`src/rtl/snd_pkg.sv`:
```
`default_nettype none
// +-----------------------------------------------------------------+
// | snd_pkg : shared sizes and command type for the sound mailbox   |
// | Rev 1.0                                                         |
// +-----------------------------------------------------------------+
package snd_pkg;
    localparam int SND_DEPTH = 4;
    localparam int SND_W     = 8;

    typedef logic [SND_W-1:0] snd_cmd_t;
endpackage
`default_nettype wire

```
`src/rtl/snd_cmd_fifo_edge_rise.sv`:
```
`default_nettype none
// +-----------------------------------------------------------------+
// | edge_rise : one-cycle pulse on a rising level of sig_in         |
// | Rev 1.0                                                         |
// +-----------------------------------------------------------------+
module edge_rise (
    input  logic clk,
    input  logic rst_n,
    input  logic sig_in,
    output logic pulse
);
    logic r_prev;

    // History resets high so a level held through reset release is not an edge.
    always_ff @(posedge clk or negedge rst_n) begin
        if (!rst_n) r_prev <= 1'b1;
        else        r_prev <= sig_in;
    end

    assign pulse = sig_in & ~r_prev;
endmodule
`default_nettype wire

```
`src/rtl/snd_cmd_fifo.sv`:
```
`default_nettype none
// +-----------------------------------------------------------------+
// | snd_cmd_fifo : main-CPU to sound-CPU command mailbox with IRQ   |
// | Rev 1.0                                                         |
// +-----------------------------------------------------------------+
module snd_cmd_fifo
    import snd_pkg::*;
#(
    parameter int DEPTH = SND_DEPTH,
    parameter int WIDTH = SND_W
) (
    input  logic                       clk_sys,
    input  logic                       reset_n,
    input  logic                       snd_write,
    input  logic [WIDTH-1:0]           mcpu_dout,
    input  logic                       scpu_rd,
    input  logic                       ovf_clear,
    output logic [WIDTH-1:0]           cmd_out,
    output logic                       irq,
    output logic [$clog2(DEPTH):0]     count,
    output logic                       overflow
);
    localparam int AW = $clog2(DEPTH);
    localparam int CW = $clog2(DEPTH) + 1;
    localparam logic [CW-1:0] C_FULL = CW'(DEPTH);

    logic             w_push, w_pop;
    logic             w_push_en, w_pop_en, w_ovf_set;
    logic [AW-1:0]    r_wr_ptr, r_rd_ptr, w_rd_next;
    logic [CW-1:0]    r_count, w_count_next;
    logic [WIDTH-1:0] r_cmd;
    logic             r_irq, r_ovf;
    logic [WIDTH-1:0] r_mem [DEPTH];

    edge_rise u_push_edge (
        .clk    (clk_sys),
        .rst_n  (reset_n),
        .sig_in (snd_write),
        .pulse  (w_push)
    );

    edge_rise u_pop_edge (
        .clk    (clk_sys),
        .rst_n  (reset_n),
        .sig_in (scpu_rd),
        .pulse  (w_pop)
    );

    // A pop frees a slot in the same cycle, so a full FIFO still accepts a push alongside it.
    always_comb begin
        w_pop_en     = w_pop && (r_count != '0);
        w_push_en    = w_push && ((r_count != C_FULL) || w_pop_en);
        w_ovf_set    = w_push && !w_push_en;
        w_rd_next    = w_pop_en ? r_rd_ptr + AW'(1) : r_rd_ptr;
        w_count_next = r_count + CW'(w_push_en) - CW'(w_pop_en);
    end

    always_ff @(posedge clk_sys) begin
        if (w_push_en) r_mem[r_wr_ptr] <= mcpu_dout;
    end

    always_ff @(posedge clk_sys or negedge reset_n) begin
        if (!reset_n) begin
            r_wr_ptr <= '0;
            r_rd_ptr <= '0;
            r_count  <= '0;
            r_cmd    <= '0;
            r_irq    <= 1'b0;
            r_ovf    <= 1'b0;
        end else begin
            if (w_push_en) r_wr_ptr <= r_wr_ptr + AW'(1);
            r_rd_ptr <= w_rd_next;
            r_count  <= w_count_next;
            r_irq    <= (w_count_next != '0);
            // Head slot being written this cycle is not in the array yet: bypass it.
            // Going empty leaves the last byte latched.
            if (w_count_next != '0)
                r_cmd <= (w_push_en && (w_rd_next == r_wr_ptr)) ? mcpu_dout : r_mem[w_rd_next];
            if (w_ovf_set)      r_ovf <= 1'b1;
            else if (ovf_clear) r_ovf <= 1'b0;
        end
    end

    assign cmd_out  = r_cmd;
    assign irq      = r_irq;
    assign count    = r_count;
    assign overflow = r_ovf;
endmodule
`default_nettype wire

```
`config.mk`:
```
export PLATFORM = sky130hd
export DESIGN_NAME = snd_cmd_fifo
export DESIGN_NICKNAME = d
export VERILOG_FILES = /design/src/rtl/snd_pkg.sv /design/src/rtl/snd_cmd_fifo_edge_rise.sv /design/src/rtl/snd_cmd_fifo.sv
export SDC_FILE = /design/constraint.sdc
export NUM_CORES = 1
export LEC_CHECK = 0
export CAP_MARGIN = 10
export CORE_ASPECT_RATIO = 1.5
export CORE_MARGIN = 5
export CORE_UTILIZATION = 40
export CTS_CLUSTER_SIZE = 8
export DETAILED_ROUTE_END_ITERATION = 10
export GPL_TIMING_DRIVEN = 1
export SLEW_MARGIN = 20
export SYNTH_ARGS = -nofsm -noshare
export SYNTH_HDL_FRONTEND = slang
export SYNTH_SLANG_ARGS = --single-unit
```
`constraint.sdc`:
```
create_clock -name clk_sys -period 2.8 [get_ports clk_sys]
set_input_delay 0.56 -clock clk_sys [delete_from_list [all_inputs] [get_ports clk_sys]]
set_output_delay 0.56 -clock clk_sys [all_outputs]
set_load 0.01 [all_outputs]
```
; ---- Word level (Yosys, flattened, before mapping)
; Memories as Yosys holds them, arrays and structs flattened. A register that Yosys moved wholly into a read port is not among the register bits.
; Index checks and enable logic that the tools add are counted.
[totals]
ff_bits = 11
ramBits = 32
input_bits = 13
output_inout_bits = 13
elab_cells = 31
memories = 1
[classes]
addsub = 4
n_eq_ne = 1
n_mux = 5
bitwise = 4
reduce_logical = 9
[memory_table]
columns = memory, words, width, read_ports, rd_clocked_by_memory_dff, write_ports, line_no
row1 = r_mem, 4, 8, 1, 1, 1, snd_cmd_fifo.sv:33  ; logic [WIDTH-1:0] r_mem [DEPTH];
[op_table]
columns = op, n
row1 = $reduce_bool 3->1, 2
row2 = $add 2x1->2 const B, 2
row3 = $mux 1, 4
row4 = $add 3x1->3, 1
row5 = $logic_and 1x1->1, 3
row6 = $ne 3x3->1 const B, 1
row7 = $sub 3x1->3, 1
row8 = $and 1x1->1, 2
row9 = $logic_not 1->1, 2
row10 = $mux 2, 1
row11 = $not 1->1, 2
row12 = $reduce_bool 2->1, 1
row13 = $logic_or 1x1->1, 1

; ---- Longest topological paths before layout
[logic_depth]
depth_word = 8
depth_mapped = 14

; ---- By module
; From an unflattened synthesis, not the netlist that was laid out.
[hier_totals]
cells_unflattened = 187
hier_area_um2 = 2511.2
[by_module_without_submodules]
columns = mod, instances, cells_each, area_per_inst_um2, seq_area_each_um2
row1 = snd_cmd_fifo, 1, 183, 2431.1, 1386.3
row2 = edge_rise, 2, 2, 40.0, 26.3

; ---- Worst setup path after synthesis
; OpenSTA, ideal clock, no wires.
[synth_timing]
kind = input-to-reg
start = in scpu_rd
end = reg r_cmd[0] (netlist: cmd_out[0]) (read register of r_mem)
arrival_time_ns = 2.989
path_slack_ns = -0.319
path_stages = 14
path_buffers = 1
path_cell_list = nand2b_1 -> buf_2 -> a31oi_2 -> inv_1 -> ha_1 -> inv_1 -> ha_1 -> fa_1 -> xnor2_1 -> xnor2_1 -> nor3_2 -> inv_1 -> nor2_1 -> a31oi_1
[synth_between]
elab_chain_len = 7
elab_cells_between_ends = 8
classes_between = 2 x add/sub / 1 x mux / 1 x bitwise / 4 x reduce/logical
[synth_rtl]
columns = item, line_no
row1 = "start, declared", snd_cmd_fifo.sv:16  ; input logic scpu_rd,
row2 = $and 1x1->1 (*), snd_cmd_fifo_edge_rise.sv:20  ; assign pulse = sig_in & ~r_prev;
row3 = $logic_and 1x1->1 (*), snd_cmd_fifo.sv:51  ; w_pop_en = w_pop && (r_count != '0);
row4 = $logic_or 1x1->1, snd_cmd_fifo.sv:52  ; w_push_en = w_push && ((r_count != C_FULL) || w_pop_en);
row5 = $logic_and 1x1->1, snd_cmd_fifo.sv:52
row6 = $add 3x1->3, snd_cmd_fifo.sv:55  ; w_count_next = r_count + CW'(w_push_en) - CW'(w_pop_en);
row7 = $sub 3x1->3 (*), snd_cmd_fifo.sv:55
row8 = named net w_count_next[2], snd_cmd_fifo.sv:30  ; logic [CW-1:0] r_count, w_count_next;
row9 = $reduce_bool 3->1 (*), snd_cmd_fifo.sv:77  ; if (w_count_next != '0)
row10 = "end, declared", snd_cmd_fifo.sv:31  ; logic [WIDTH-1:0] r_cmd;
; Mark *: on every way through the listed nets, which the timed path passes. The rest lies on a longest branch.
; A chain may end at the register's enable or synchronous reset.

; ---- Final worst setup path
[layout_timing]
start = in snd_write
end = reg r_cmd[4] (netlist: cmd_out[4]) (read register of r_mem)
[layout_between]
elab_chain_len = 5
[layout_rtl]
columns = item, line_no
row1 = "start, declared", snd_cmd_fifo.sv:14  ; input logic snd_write,
row2 = $and 1x1->1, snd_cmd_fifo_edge_rise.sv:20
row3 = $logic_and 1x1->1, snd_cmd_fifo.sv:52
row4 = $add 3x1->3, snd_cmd_fifo.sv:55
row5 = $sub 3x1->3, snd_cmd_fifo.sv:55
row6 = named net w_count_next[2], snd_cmd_fifo.sv:30
row7 = $reduce_bool 3->1, snd_cmd_fifo.sv:77
; The timed path passes the listed nets, and every way through them passes these cells.

==> metrics <==
status=completed; Die Y=between 100 and 150 µm; H-tree levels=2; Buf/Inv on CP=4; data arrival time of the worst path=2880 ps; number of diodes=0; IO buf count=25; Synth Register Bits=51; worst r2r src=u_pop_edge.r_prev$_DFF_PN1_; Clk Latency, worst-skew pair=310 ps; overall routing resource usage=0.153; CP startpoint=snd_write; Routed WL=5300 µm; Least-Margin Pin Slew=~940 ps; Tcrit/Tclk final=0.942; vias per cell=5.59; Vias=around 1600; syn nets=201; Synth Area in Compound Gates=0.174; CTS Buffer Depth=2; sequential fraction of the synthesis area=0.614; Die ar.=roughly 7500 µm²; Slew HR=0.369; r2r setup slk=200 ps; Core Box Area=5740 µm²; CP max FO=8; wire length per cell=18.3 µm; largest family of logic cells by synthesized area=compound AO/OA/AOI/OAI gates; clock tree sinks=51; gr ovfl total=0; CTS tree=built; initial antenna violation count=0; Final ANT Viol Nets=0; Mapped Cells=181; CP Cell Sequence=dlygate4sd2_1, nand2b_1, a31oi_4, inv_2, ha_4, inv_1, ha_2, fa_2, xnor2_2, xnor2_2, nor3_2, buf_6, a31oi_1, a31oi_1; Synth Area in XOR/XNOR=0.0293; Initial Util=0.408; Fill cells=between 400 and 500; delay-heaviest family, CP=adder cells; hpwl dp=3560 µm; fin crit period=2640 ps; total power=3020 µW; layout cell share with drive strength beyond 1=0.206; Avg Cell Area, Syn=13.0 µm²; CP max stage delay=360 ps; initial DRC count=between 50 and 60; CTS Root Cell=clkbuf_8; adder-cell area share of the yosys netlist=0.0406; number of warnings issued by yosys=0; PD cells=1030 nW/µm²; Rows=34; final non-filler cell total=slightly below 300; vias in the first global route=1737; achievable frequency=0.379 GHz; Worst Min Path Start=overflow$_DFFE_PN0P_; Die X=just over 70 µm; Startpoint Class=input port; first-pass GRT wire length=8780 µm; DRC errors left=0; WP data required=~3000 ps; total of max-cap violations=0; RSZ-0062 raised after global routing=true; setup ws final=162 ps; Worst VDD drop=0.000533 V; pin count of the biggest net entering global routing=26; drt first pass iters=4; Placer Congestion=0.802; io pins=26; LEAKAGE=0.00106 µW; max-slew violations=0; Nets=237; endpoints failing setup=0; synth-to-layout area growth=24.7%; crit end category=register; skew final=8.57 ps; Hold Path Class=register to register; minimum setup slack after placement=-545 ps; post-synthesis mux area share=0; TritonCTS Buffers=5; post-synthesis cell type count=35; Final Util=0.509; Clock transition at path regs=about 100 ps; Cell Area, Synth=roughly 2300 µm²; dpl cells=280; CP max-delay cell=fa_2; Post-Synth Simple-Gate Area=0.0993; Fin. Hold Viols=0; critical path class=input port to register
==> worst register-to-register path: cells and delay by family, from the launching register on <==
kind	cells	cell delay (ps)
buffers and inverters	3	330
DFF	1	530
and+or+nand+nor	3	350
adders and majority gates	3	780
xor gates and xnor gates	2	310
AOI/OAI and AO/OA	2	240
==> registers in the layout (all words and copies together) (netlist names) <==
signal              count
r_mem                  32
irq                     1
u_push_edge.r_prev      1
r_rd_ptr                2
overflow                1
cmd_out                 8
count                   3
r_wr_ptr                2
u_pop_edge.r_prev       1
==> per-layer routing <==
metal | vias up | part of all wire | GRT usage
met3 | 12 | 0.056 | 0.0300
met5 | - | 0 | 0
li1 | 768 | - | -
met2 | 48 | 0.53 | 0.269
met1 | 792 | 0.39 | 0.180
met4 | 0 | 0.024 | 0.0567
==> cell families (layout without fill, tap and decap cells) <==
family                   after synthesis  count (layout)
AO/OA/AOI/OAI                         56              56
AND/OR/NAND/NOR                       41              41
XOR/XNOR                               7               7
flip-flops                            51              51
adder cells (fa/ha/maj)                7               7
buffers and inverters                 19              56
==> synth_stat cells <==
master / count / area (µm²)
edfxtp_1: 32 / 961
dfrtp_1: 17 / 425
a31oi_1: 16 / 100
nor2_1: 10 / 37.5
inv_1: 9 / 33.8
nand3_1: 9 / 45.0
o21ai_0: 9 / 45.0
a221o_1: 8 / 80.1
and3_1: 8 / 50.1
o221ai_1: 8 / 70.1
a21boi_1: 6 / 45.0
ha_1: 6 / 75.1
xnor2_1: 5 / 43.8
and2_1: 4 / 25.0
buf_2: 3 / 15.0
buf_6: 3 / 33.8
clkbuf_1: 3 / 11.3
a21boi_0: 2 / 15.0
dfstp_2: 2 / 52.6
nand2_1: 2 / 7.51
nand2b_1: 2 / 12.5
nor3_1: 2 / 10.0
o21a_1: 2 / 15.0
o21ai_1: 2 / 10.0
a31oi_2: 1 / 12.5
buf_4: 1 / 7.51
fa_1: 1 / 20.0
nor3_2: 1 / 10.0
nor3_4: 1 / 16.3
nor3b_2: 1 / 12.5
o21a_2: 1 / 8.76
o22ai_1: 1 / 6.26
or3_1: 1 / 6.26
xnor2_2: 1 / 16.3
xor2_1: 1 / 8.76
==> cells in the final DEF, fill, tap and decap left out, drive strengths merged, types with 5 or more instances in the layout <==
cell type | netlist | final
a31oi | 17 | 17
a221o | 8 | 8
clkdlybuf4s50 | 0 | 23
ha | 6 | 6
inv | 9 | 9
o21ai | 11 | 11
o221ai | 8 | 8
edfxtp | 32 | 32
a21boi | 8 | 8
buf | 7 | 14
nor2 | 10 | 10
nand3 | 9 | 9
clkbuf | 3 | 5
dfrtp | 17 | 17
and3 | 8 | 8
xnor2 | 6 | 6
==> per-stage QoR <==
stage	hold slack [ps]	instance area [µm²]	TNS, ps
6_report	541	2920	0
3_3_place_gp	537	2750	-3570
4_1_cts	549	2860	0
3_5_place_dp	535	2750	-4260
5_1_grt	585	2920	-55.6
2_1_floorplan	264	2380	-1110
==> power breakdown <==
part           total, µW  internal [µW]  switching, µW
Combinational       1430            664            766
Sequential          1160            990            172
Clock                429            179            250
Total               3020           1830           1190
==> cell type report <==
class | instances | area, µm² | share of cell area
multi-input combinational | 111 | 888 | 0.304
timing repair buffer | 39 | 374 | 0.128
sequential | 51 | 1440 | 0.494
clock buffer | 5 | 68.8 | 0.0235
tap | 72 | 90.1 | 0.0308
inverter | 9 | 33.8 | 0.0116
clock inverter | 3 | 25.0 | 0.00856
==> timing repair <==
action	in CTS	in global routing
resized for setup	3	14
setup endpoints to repair	8	8
hold buffers	0	0
cloned	0	0
buffers inserted	1	1
endpoints found under the hold margin	0	0
pin swaps	6	3
==> path summary, 6_finish.rpt <==
path	endpoint	depth (start not counted)
min reg2reg	overflow$_DFFE_PN0P_	2
min in group asynchronous	cmd_out[4]$_DFFE_PN0P_	2
min	overflow$_DFFE_PN0P_	2
max	cmd_out[4]$_DFFE_PN0P_	14
max reg2reg	cmd_out[4]$_DFFE_PN0P_	13
max in group asynchronous	u_pop_edge.r_prev$_DFF_PN1_	2
No activity file was read; power rests on OpenSTA's default activity.
